File: config.mk
export PLATFORM = sky130hd
export DESIGN_NAME = mdu_iter
export DESIGN_NICKNAME = d
export VERILOG_FILES = /design/src/rtl/mdu_iter.sv
export SDC_FILE = /design/constraint.sdc
export NUM_CORES = 2
export LEC_CHECK = 0
export ABC_CLOCK_PERIOD_IN_PS = 14700
export CORE_MARGIN = 2
export CORE_UTILIZATION = 41
export DETAILED_ROUTE_END_ITERATION = 10
export DONT_BUFFER_PORTS = 1
export PLACE_DENSITY = 0.59
export SYNTH_ARGS = -nofsm -noshare
export SYNTH_HDL_FRONTEND = slang
export SYNTH_SLANG_ARGS = --single-unit
File: constraint.sdc
create_clock -name clk -period 14.7 [get_ports clk]
set_clock_uncertainty 0.2 [all_clocks]
set_input_delay 1.47 -clock clk [delete_from_list [all_inputs] [get_ports clk]]
set_output_delay 1.47 -clock clk [all_outputs]
set_load 0.01 [all_outputs]
File: src/rtl/mdu_iter.sv
// mdu_iter: multiply/divide unit for the EX stage, holding the HI/LO registers.
// Multiply-class ops take a fixed MUL_LAT cycles. Divide is an iterative
// restoring divider that produces one quotient bit per cycle, W cycles in all.
// Optional build macro MDU_MADD_EN enables MADD/MADDU/MSUB/MSUBU (ops 6-9).
// Without it those opcodes are ignored and no accumulate adder is built.
// Handshake: start is sampled only while busy is low and cancel is low.
// busy stays high from the edge after issue until the commit edge, and
// done pulses for one cycle after that commit edge.
module mdu_iter #(
  parameter int W       = 32,
  parameter int MUL_LAT = 5
) (
  input  logic         clk,
  input  logic         reset,
  input  logic         start,
  input  logic [3:0]   op,
  input  logic [W-1:0] a,
  input  logic [W-1:0] b,
  input  logic         cancel,
  output logic         busy,
  output logic         done,
  output logic [W-1:0] hi,
  output logic [W-1:0] lo
);

  typedef enum logic [1:0] {IDLE = 2'd0, MUL = 2'd1, DIV = 2'd2} state_t;

  localparam int CMAX = (W > MUL_LAT) ? W : MUL_LAT;
  localparam int CW   = $clog2(CMAX + 1);

  localparam logic [3:0] OP_MULT  = 4'd0;
  localparam logic [3:0] OP_MULTU = 4'd1;
  localparam logic [3:0] OP_DIV   = 4'd2;
  localparam logic [3:0] OP_DIVU  = 4'd3;
  localparam logic [3:0] OP_MTHI  = 4'd4;
  localparam logic [3:0] OP_MTLO  = 4'd5;
  localparam logic [3:0] OP_MADD  = 4'd6;
  localparam logic [3:0] OP_MADDU = 4'd7;
  localparam logic [3:0] OP_MSUB  = 4'd8;
  localparam logic [3:0] OP_MSUBU = 4'd9;

  state_t         state_q, state_d;
  logic [CW-1:0]  cnt_q, cnt_d;
  logic [3:0]     op_q, op_d;
  // x: multiplicand, or dividend/quotient shift register during divide
  logic [W-1:0]   x_q, x_d;
  // y: multiplier, or divisor magnitude during divide
  logic [W-1:0]   y_q, y_d;
  logic [W-1:0]   rem_q, rem_d;
  logic [W-1:0]   hi_q, hi_d, lo_q, lo_d;
  logic           qneg_q, qneg_d, rneg_q, rneg_d, bz_q, bz_d;
  logic           done_q, done_d;

  // Multiply datapath: 2W-bit product of sign- or zero-extended operands
  logic           mul_signed;
  logic [2*W-1:0] mx, my, prod, mul_res;

  // Divide datapath: one restoring step
  logic [W:0]     rem_sh, diff;
  logic           q_bit;
  logic [W-1:0]   rem_n, quo_n, quo_fix, rem_fix;

  // Issue-time operand handling for divide
  logic           div_signed;
  logic [W-1:0]   a_mag, b_mag;

  // Multiply product and optional accumulation against the current HI/LO
  always_comb begin
    mul_signed = (op_q == OP_MULT) || (op_q == OP_MADD) || (op_q == OP_MSUB);
    mx   = mul_signed ? {{W{x_q[W-1]}}, x_q} : {{W{1'b0}}, x_q};
    my   = mul_signed ? {{W{y_q[W-1]}}, y_q} : {{W{1'b0}}, y_q};
    prod = mx * my;
`ifdef MDU_MADD_EN
    case (op_q)
      OP_MADD, OP_MADDU: mul_res = {hi_q, lo_q} + prod;
      OP_MSUB, OP_MSUBU: mul_res = {hi_q, lo_q} - prod;
      default:           mul_res = prod;
    endcase
`else
    mul_res = prod;
`endif
  end

  // One restoring divide step plus final sign correction
  always_comb begin
    rem_sh  = {rem_q, x_q[W-1]};
    diff    = rem_sh - {1'b0, y_q};
    q_bit   = ~diff[W];
    rem_n   = q_bit ? diff[W-1:0] : rem_sh[W-1:0];
    quo_n   = {x_q[W-2:0], q_bit};
    quo_fix = qneg_q ? ({W{1'b0}} - quo_n) : quo_n;
    rem_fix = rneg_q ? ({W{1'b0}} - rem_n) : rem_n;
  end

  // Operand magnitudes for a signed divide issue
  always_comb begin
    div_signed = (op == OP_DIV);
    a_mag = (div_signed && a[W-1]) ? ({W{1'b0}} - a) : a;
    b_mag = (div_signed && b[W-1]) ? ({W{1'b0}} - b) : b;
  end

  // Next-state and datapath control
  always_comb begin
    state_d = state_q;
    cnt_d   = cnt_q;
    op_d    = op_q;
    x_d     = x_q;
    y_d     = y_q;
    rem_d   = rem_q;
    hi_d    = hi_q;
    lo_d    = lo_q;
    qneg_d  = qneg_q;
    rneg_d  = rneg_q;
    bz_d    = bz_q;
    done_d  = 1'b0;
    case (state_q)
      IDLE: begin
        if (start && !cancel) begin
          case (op)
            OP_MTHI: hi_d = a;
            OP_MTLO: lo_d = a;
`ifdef MDU_MADD_EN
            OP_MULT, OP_MULTU, OP_MADD, OP_MADDU, OP_MSUB, OP_MSUBU: begin
`else
            OP_MULT, OP_MULTU: begin
`endif
              op_d    = op;
              x_d     = a;
              y_d     = b;
              cnt_d   = CW'(MUL_LAT);
              state_d = MUL;
            end
            OP_DIV, OP_DIVU: begin
              op_d    = op;
              x_d     = a_mag;
              y_d     = b_mag;
              rem_d   = '0;
              qneg_d  = div_signed && (a[W-1] ^ b[W-1]);
              rneg_d  = div_signed && a[W-1];
              bz_d    = (b == '0);
              cnt_d   = CW'(W);
              state_d = DIV;
            end
            default: ;
          endcase
        end
      end
      MUL: begin
        if (cancel) begin
          cnt_d   = '0;
          state_d = IDLE;
        end else begin
          cnt_d = cnt_q - CW'(1);
          if (cnt_q == CW'(1)) begin
            hi_d    = mul_res[2*W-1:W];
            lo_d    = mul_res[W-1:0];
            done_d  = 1'b1;
            state_d = IDLE;
          end
        end
      end
      DIV: begin
        if (cancel) begin
          cnt_d   = '0;
          state_d = IDLE;
        end else begin
          rem_d = rem_n;
          x_d   = quo_n;
          cnt_d = cnt_q - CW'(1);
          if (cnt_q == CW'(1)) begin
            if (!bz_q) begin
              lo_d = quo_fix;
              hi_d = rem_fix;
            end
            done_d  = 1'b1;
            state_d = IDLE;
          end
        end
      end
      default: state_d = IDLE;
    endcase
  end

  // State and datapath registers with synchronous reset
  always_ff @(posedge clk) begin
    if (reset) begin
      state_q <= IDLE;
      cnt_q   <= '0;
      op_q    <= '0;
      x_q     <= '0;
      y_q     <= '0;
      rem_q   <= '0;
      hi_q    <= '0;
      lo_q    <= '0;
      qneg_q  <= 1'b0;
      rneg_q  <= 1'b0;
      bz_q    <= 1'b0;
      done_q  <= 1'b0;
    end else begin
      state_q <= state_d;
      cnt_q   <= cnt_d;
      op_q    <= op_d;
      x_q     <= x_d;
      y_q     <= y_d;
      rem_q   <= rem_d;
      hi_q    <= hi_d;
      lo_q    <= lo_d;
      qneg_q  <= qneg_d;
      rneg_q  <= rneg_d;
      bz_q    <= bz_d;
      done_q  <= done_d;
    end
  end

  assign busy = (state_q != IDLE);
  assign done = done_q;
  assign hi   = hi_q;
  assign lo   = lo_q;

endmodule

# Word level (Yosys, flattened, before mapping)
# Index checks and enable logic that the tools add are counted.
# classes
n_bitwise	3
n_reduce_logical	30
n_addsub	6
n_mul	1
eq_ne	21
n_mux	42
# ops
operator	count
two-way mux 32 bit	24
one-hot mux 32 bit (2 select lines)	4
one-hot mux 32 bit (3 select lines)	2
two-way mux 64 bit	2
subtractor 1 x 32 -> 32 bit, first input constant	4
multiplier 64 x 64 -> 64 bit	1
subtractor 33 x 32 -> 33 bit	1
logical NOT 32 bit	1
one-hot mux 6 bit (2 select lines)	2
AND reduction 8 bit	2
AND reduction 3 bit	5
== test 4 x 3 -> 1 bit, second input constant	3
two-way mux 6 bit	2
inequality test 2 bit, second input constant	6
== test 4 x 2 -> 1 bit, second input constant	2
logical NOT 4 bit	2
one-hot mux 2 bit (2 select lines)	2
AND reduction 4 bit	2
nonzero test 2 bit	4
== test 6 x 1 -> 1 bit, second input constant	1
two-way mux 2 bit	3
inequality test 2 x 1 -> 1 bit, second input constant	3
inequality test 3 x 1 -> 1 bit, second input constant	2
OR reduction 2 bit	3
15 further kinds	20
# word_totals
regBits	176
elab_cells	115

# Depth between registers and ports, before layout
# depth
ltp_word	8
ltp_mapped	39
mapped_depth_nobuf	37

# Worst setup path after synthesis
# OpenSTA, ideal clock, no wires.
# synth_timing
path_kind	register to register
from	reg op_q[2]
to	reg hi_q[27] (netlist: hi[27])
stages_incl_launch_ff	37
n_path_buf	1
required_time_ps	14397
setup_slack_ps	4537
t_arrival_ps	9859
setup_time_ps	103
cell_sequence	dfxtp_1 > nand2_1 > nor2_1 > nor2_1 > nor3_1 > clkbuf_1 > nand2_1 > inv_1 > fa_1 > inv_1 > fa_1 > inv_1 > fa_1 > inv_1 > fa_1 > fa_1 > inv_1 > fa_1 > fa_1 > fa_1 > fa_1 > inv_1 > fa_1 > inv_1 > ha_1 > and2_1 > nand3_1 > nor2_1 > nand3_1 > a211o_1 > a31o_1 > a211oi_2 > o221ai_1 > or3b_1 > a31oi_1 > a211oi_1 > a2111oi_2
# synth_between
elab_chain_len	8
# synth_lines
item	line_no	rtl
start, declared	44	logic [3:0] op_q, op_d;
start signal, assigned	202	op_q <= op_d;
== test 4 x 3 -> 1 bit / logical NOT 4 bit (equally long branches)	69	mul_signed = (op_q == OP_MULT) || (op_q == OP_MADD) || (op_q == OP_MSUB);
logical OR 1 bit	69	
logical OR 1 bit *	69	
two-way mux 64 bit, on equally long branches	70, 71	
multiplier 64 x 64 -> 64 bit *	72	prod = mx * my;
two-way mux 32 bit *	154	if (cnt_q == CW'(1)) begin
two-way mux 32 bit *	149	if (cancel) begin
one-hot mux 32 bit (3 select lines) *	116	case (state_q)
end signal, assigned	206	hi_q <= hi_d;
end, declared	50	logic [W-1:0] hi_q, hi_d, lo_q, lo_d;
# Every way passes the cells marked *; elsewhere a longest branch is shown, timed or not. The select of a mux whose other input is x is not followed.
# A chain may end at the register's enable or synchronous reset.

# Worst setup path after layout
# layout_timing
from	reg x_q[31]
to	reg hi_q[27] (netlist: hi[27])
# layout_between
elab_chain_len	8
# layout_lines
item	line_no	rtl
start, declared	46	logic [W-1:0] x_q, x_d;
start signal, assigned	190	x_q <= '0;
start signal, assigned	203	x_q <= x_d;
parallel branches: the longest is 7 deep, another holds multiplier 64 x 64 -> 64 bit	n/a	
one-hot mux 32 bit (3 select lines) *	116	
# Every way passes the cells marked *. The select of a mux whose other input is x is not followed.

==> summary.md <==
| Metric | Value |
|---|---|
| Drt pass-1 iters | `6` |
| Slew at the pin with the worst max-slew slack | `~1200 ps` |
| WL per Instance | `23.6 um` |
| Hold Path Stages | `2` |
| CP startpoint kind | `register` |
| Clock transition at path regs | `~80 ps` |
| PortBufs | `0` |
| Max VDD drop | `roughly 0.000084 V` |
| Synthesized Nets | `approximately 8800` |
| Longest Clk Path Bufs | `2` |
| Fraction of registers with async set/reset | `0%` |
| Met1 Resource Use GR | `a little under two fifths` |
| Rows | `141` |
| HP Class | `register to register` |
| Total wire length | `between 200000 and 250000 um` |
| Count of different cell masters after synthesis | `99` |
| Synthesized cell area | `approximately 0.061 mm^2` |
| Post-Syn Area per Cell | `8.72 um^2` |
| Leakage | `31.5 nW` |
| Core region area | `~0.15 mm^2` |
| Via count | `46864` |
| Hold Vio Cnt, Final | `0` |
| Tcrit/Tclk final | `82.1%` |
| Die height | `389 um` |
| Dpl hpwl | `between 150000 and 200000 um` |
| Post_cts resized | `0` |
| Yosys Warn Count | `0` |
| Fillers | `14766` |
| # setup viols final | `0` |
| Worst flop-to-flop path endpoint | `hi[27]` |
| Met3 Use GR | `3.74%` |
| Cell with the most instances on the worst path | `fa_1` |
| Net Sw Power | `0.885 mW` |
| Power per cell area | `29.7 mW/mm^2` |
| R2R Path Start | `x_q[31]` |
| CTS Hold Bufs | `0` |
| Io pins | `138` |
| Hold Crit Endpoint | `y_q[22]` |
| Met2 Use GR | `around 45%` |
| P_int | `0.982 mW` |
| Most Crowded Layer GR | `met2` |
| Die ar. | `roughly 0.15 mm^2` |
| Initial antenna violation count | `6` |
| Max Slew Vio Count | `0` |
| Hold Worst Slack | `between 200 and 300 ps` |
| Final ANT Viol Nets | `0` |
| Unrepaired setup endpoints after global routing | `no` |
| Root Driver | `clkbuf_16` |
| Placer Congestion | `0.971` |
| Total CTS buffers | `17` |
| Cells after synthesis | `6953` |
| Ratio of cells with drive above 1 in the final layout | `3.42%` |
| DRC | `0` |
| Postcts setup bufs | `0` |
| Sw Share | `47.4%` |
| Num Clock Sinks | `176` |
| Nets | `about 8500` |
| Max stage delay on crit path | `990 ps` |
| CTS tree | `built` |
| MaxCap Viol Count | `0` |
| Critical path data arrival time | `12280 ps` |
| Slowest cell on the critical path | `dfxtp_1` |
| Outcome | `completed` |
| Initial Util | `41.2%` |
| Sequential share of power | `28.6%` |
| Pin count of the biggest net entering global routing | `185` |
| Vias in the first global route | `49651` |
| Crit Path Max Fanout | `23` |
| Worst slew margin | `approximately a fifth` |
| P&R area growth vs syn | `3.75%` |
| Seq/Total Area, Yosys | `a little under 6%` |
| Power share of the combinational group | `between 40 and 50%` |
| Placed cells | `8586` |
| First-pass GRT wire length | `312000 um` |
| Critical path required time | `14910 ps` |
| Hold_sp | `y_q[22]` |
| GRT Total Usage | `27.6%` |
| H-Tree Depth | `4` |
| Final Core Density | `around 43%` |
| Clock power frac | `26.6%` |
| Finished Layout Cells | `around 8600` |
| Yosys reg bits | `176` |
| Top FF cell, synth | `dfxtp_1` |
| R2r worst-path depth | `32` |
| Crit. End Element | `register` |
| Post-synth EDFFs | `0` |
| Critical path class | `register to register` |
| Worst-skew pair later-pin latency | `510 ps` |
| Tmin final | `12070 ps` |
| Chip width | `around 390 um` |
| Reg2Reg Setup Slack | `2630 ps` |
| Total grt overflow | `0` |
| Detailed Route Iter0 Violations | `3874` |
| Setup total negative slack | `0 ps` |
| Via/cell ratio | `5.44` |
| Max frequency | `between 0.08 and 0.09 GHz` |
[routing by layer]
layer	up-vias	wire, um
li1	20341	-
met1	24337	84700
met2	1830	95200
met3	354	14600
met4	2	8690
met5	-	13
[worst max-delay path: cells and delay by family (launching register included)]
family | cells | cell delay, ps
adder cells (fa/ha/maj) | 11 | 5750
AND/OR/NAND/NOR | 7 | 1770
flip-flops | 1 | 990
AO/OA/AOI/OAI | 7 | 1730
buffers and inverters | 7 | 1560
[cells by family (layout without fill, tap and decap cells)]
logic type | after synthesis | in the layout | share of synthesized area (%)
mux | 30 | 30 | 0.506
simple gates | 1887 | 1887 | 14.3
compound gates | 803 | 803 | 8.91
other cells | 0 | 3 | 0
fa+ha+maj | 1775 | 1775 | 54.2
xor+xnor | 243 | 243 | 3.51
buf+inv | 2039 | 1774 | 12.7
flops | 176 | 176 | 5.81
[through the flow]
step	instance area, um^2	setup WS (ps)	total power, mW
finish	62900	2630	1.87
global route	62900	2030	1.95
CTS	62900	2760	1.86
detailed placement	62300	2780	1.36
global placement	62300	2930	1.36
floorplan	60600	4540	1.09
[Yosys cell counts, types with 15 or more instances]
cell type  number  area, um^2
dfxtp_1       176        3520
a21oi_1       238        1190
and2_1        326        2040
fa_1         1420       28400
nor2b_1        16         100
nand2_1       977        3670
a311oi_1       17         149
clkbuf_1      327        1230
nand2b_1       20         125
nor2_1        284        1070
nand3b_1       16         120
and3_1         29         181
mux2i_1        25         250
nor4_1         24         150
a221oi_1       32         280
o21ai_0       136         681
buf_1          41         154
a22oi_1        19         143
o21a_1         15         113
ha_1          351        4390
a211oi_1       47         353
a21o_1         56         420
o31ai_1        29         218
or4_1          16         120
nor3_1         45         225
o211ai_1       22         165
inv_1        1648        6190
xnor2_1       152        1330
a31oi_1        25         156
xor2_1         91         797
nand3_1        34         170
or3_1          39         244
[placed cells by master (no fill, tap or decap), types with 17 or more instances in the layout]
| master | n |
|---|---|
| a311oi_1 | 17 |
| inv_1 | 1648 |
| xnor2_1 | 152 |
| a31oi_1 | 25 |
| nand2_1 | 977 |
| ha_1 | 348 |
| nand2b_1 | 19 |
| a21oi_1 | 238 |
| and2_1 | 326 |
| mux2i_1 | 25 |
| buf_4 | 91 |
| nor2_1 | 283 |
| a21o_1 | 56 |
| fa_1 | 1420 |
| nor3_1 | 42 |
| dfxtp_1 | 147 |
| nand3_1 | 34 |
| clkbuf_16 | 17 |
| nor4_1 | 24 |
| a22oi_1 | 19 |
| o211ai_1 | 22 |
| o21ai_0 | 135 |
| a221oi_1 | 32 |
| xor2_1 | 91 |
| o31ai_1 | 29 |
| a211oi_1 | 47 |
| dfxtp_2 | 29 |
| and3_1 | 29 |
| or3_1 | 39 |
[flip-flops by register name, summed over array words and instances, names as in the netlist]
name / cells
hi: 32
lo: 32
y_q: 32
qneg_q: 1
x_q: 32
rem_q: 32
cnt_q: 6
bz_q: 1
done: 1
op_q: 4
state_q: 2
rneg_q: 1
[worst max path at each step]
| stage | to | cells past startpoint | slack, ps | from |
|---|---|---|---|---|
| final | hi[27] | 32 | 2630 | x_q[31] |
| after floorplan | hi[27] | 36 | 4540 | op_q[2] |
| after CTS | hi[27] | 31 | 2760 | x_q[31] |
| after detailed placement | hi[27] | 31 | 2780 | x_q[31] |
| after global routing | hi[27] | 31 | 2030 | x_q[31] |
| after global placement | hi[27] | 32 | 2930 | x_q[31] |
[cell type report]
type                       instances  area, um^2  area share, %
inverter                        1651        6200           9.86
antenna                            3        7.51         0.0119
clock buffer                      17         425          0.676
clock inverter                    15         183          0.290
tap                             1930        2410           3.84
multi-input combinational       4738       49400           78.6
timing repair buffer              91         683           1.09
sequential                       176        3560           5.66
[power by group through the flow]
stage                     registers [mW]  logic [mW]  clock network, mW
after floorplan                    0.522       0.568                  0
after global placement             0.544       0.813                  0
after detailed placement           0.544       0.816                  0
after CTS                          0.533       0.820              0.504
after global routing               0.535       0.900              0.520
final                              0.534       0.835              0.497
Note: power is estimated with default switching activity, not from simulation.
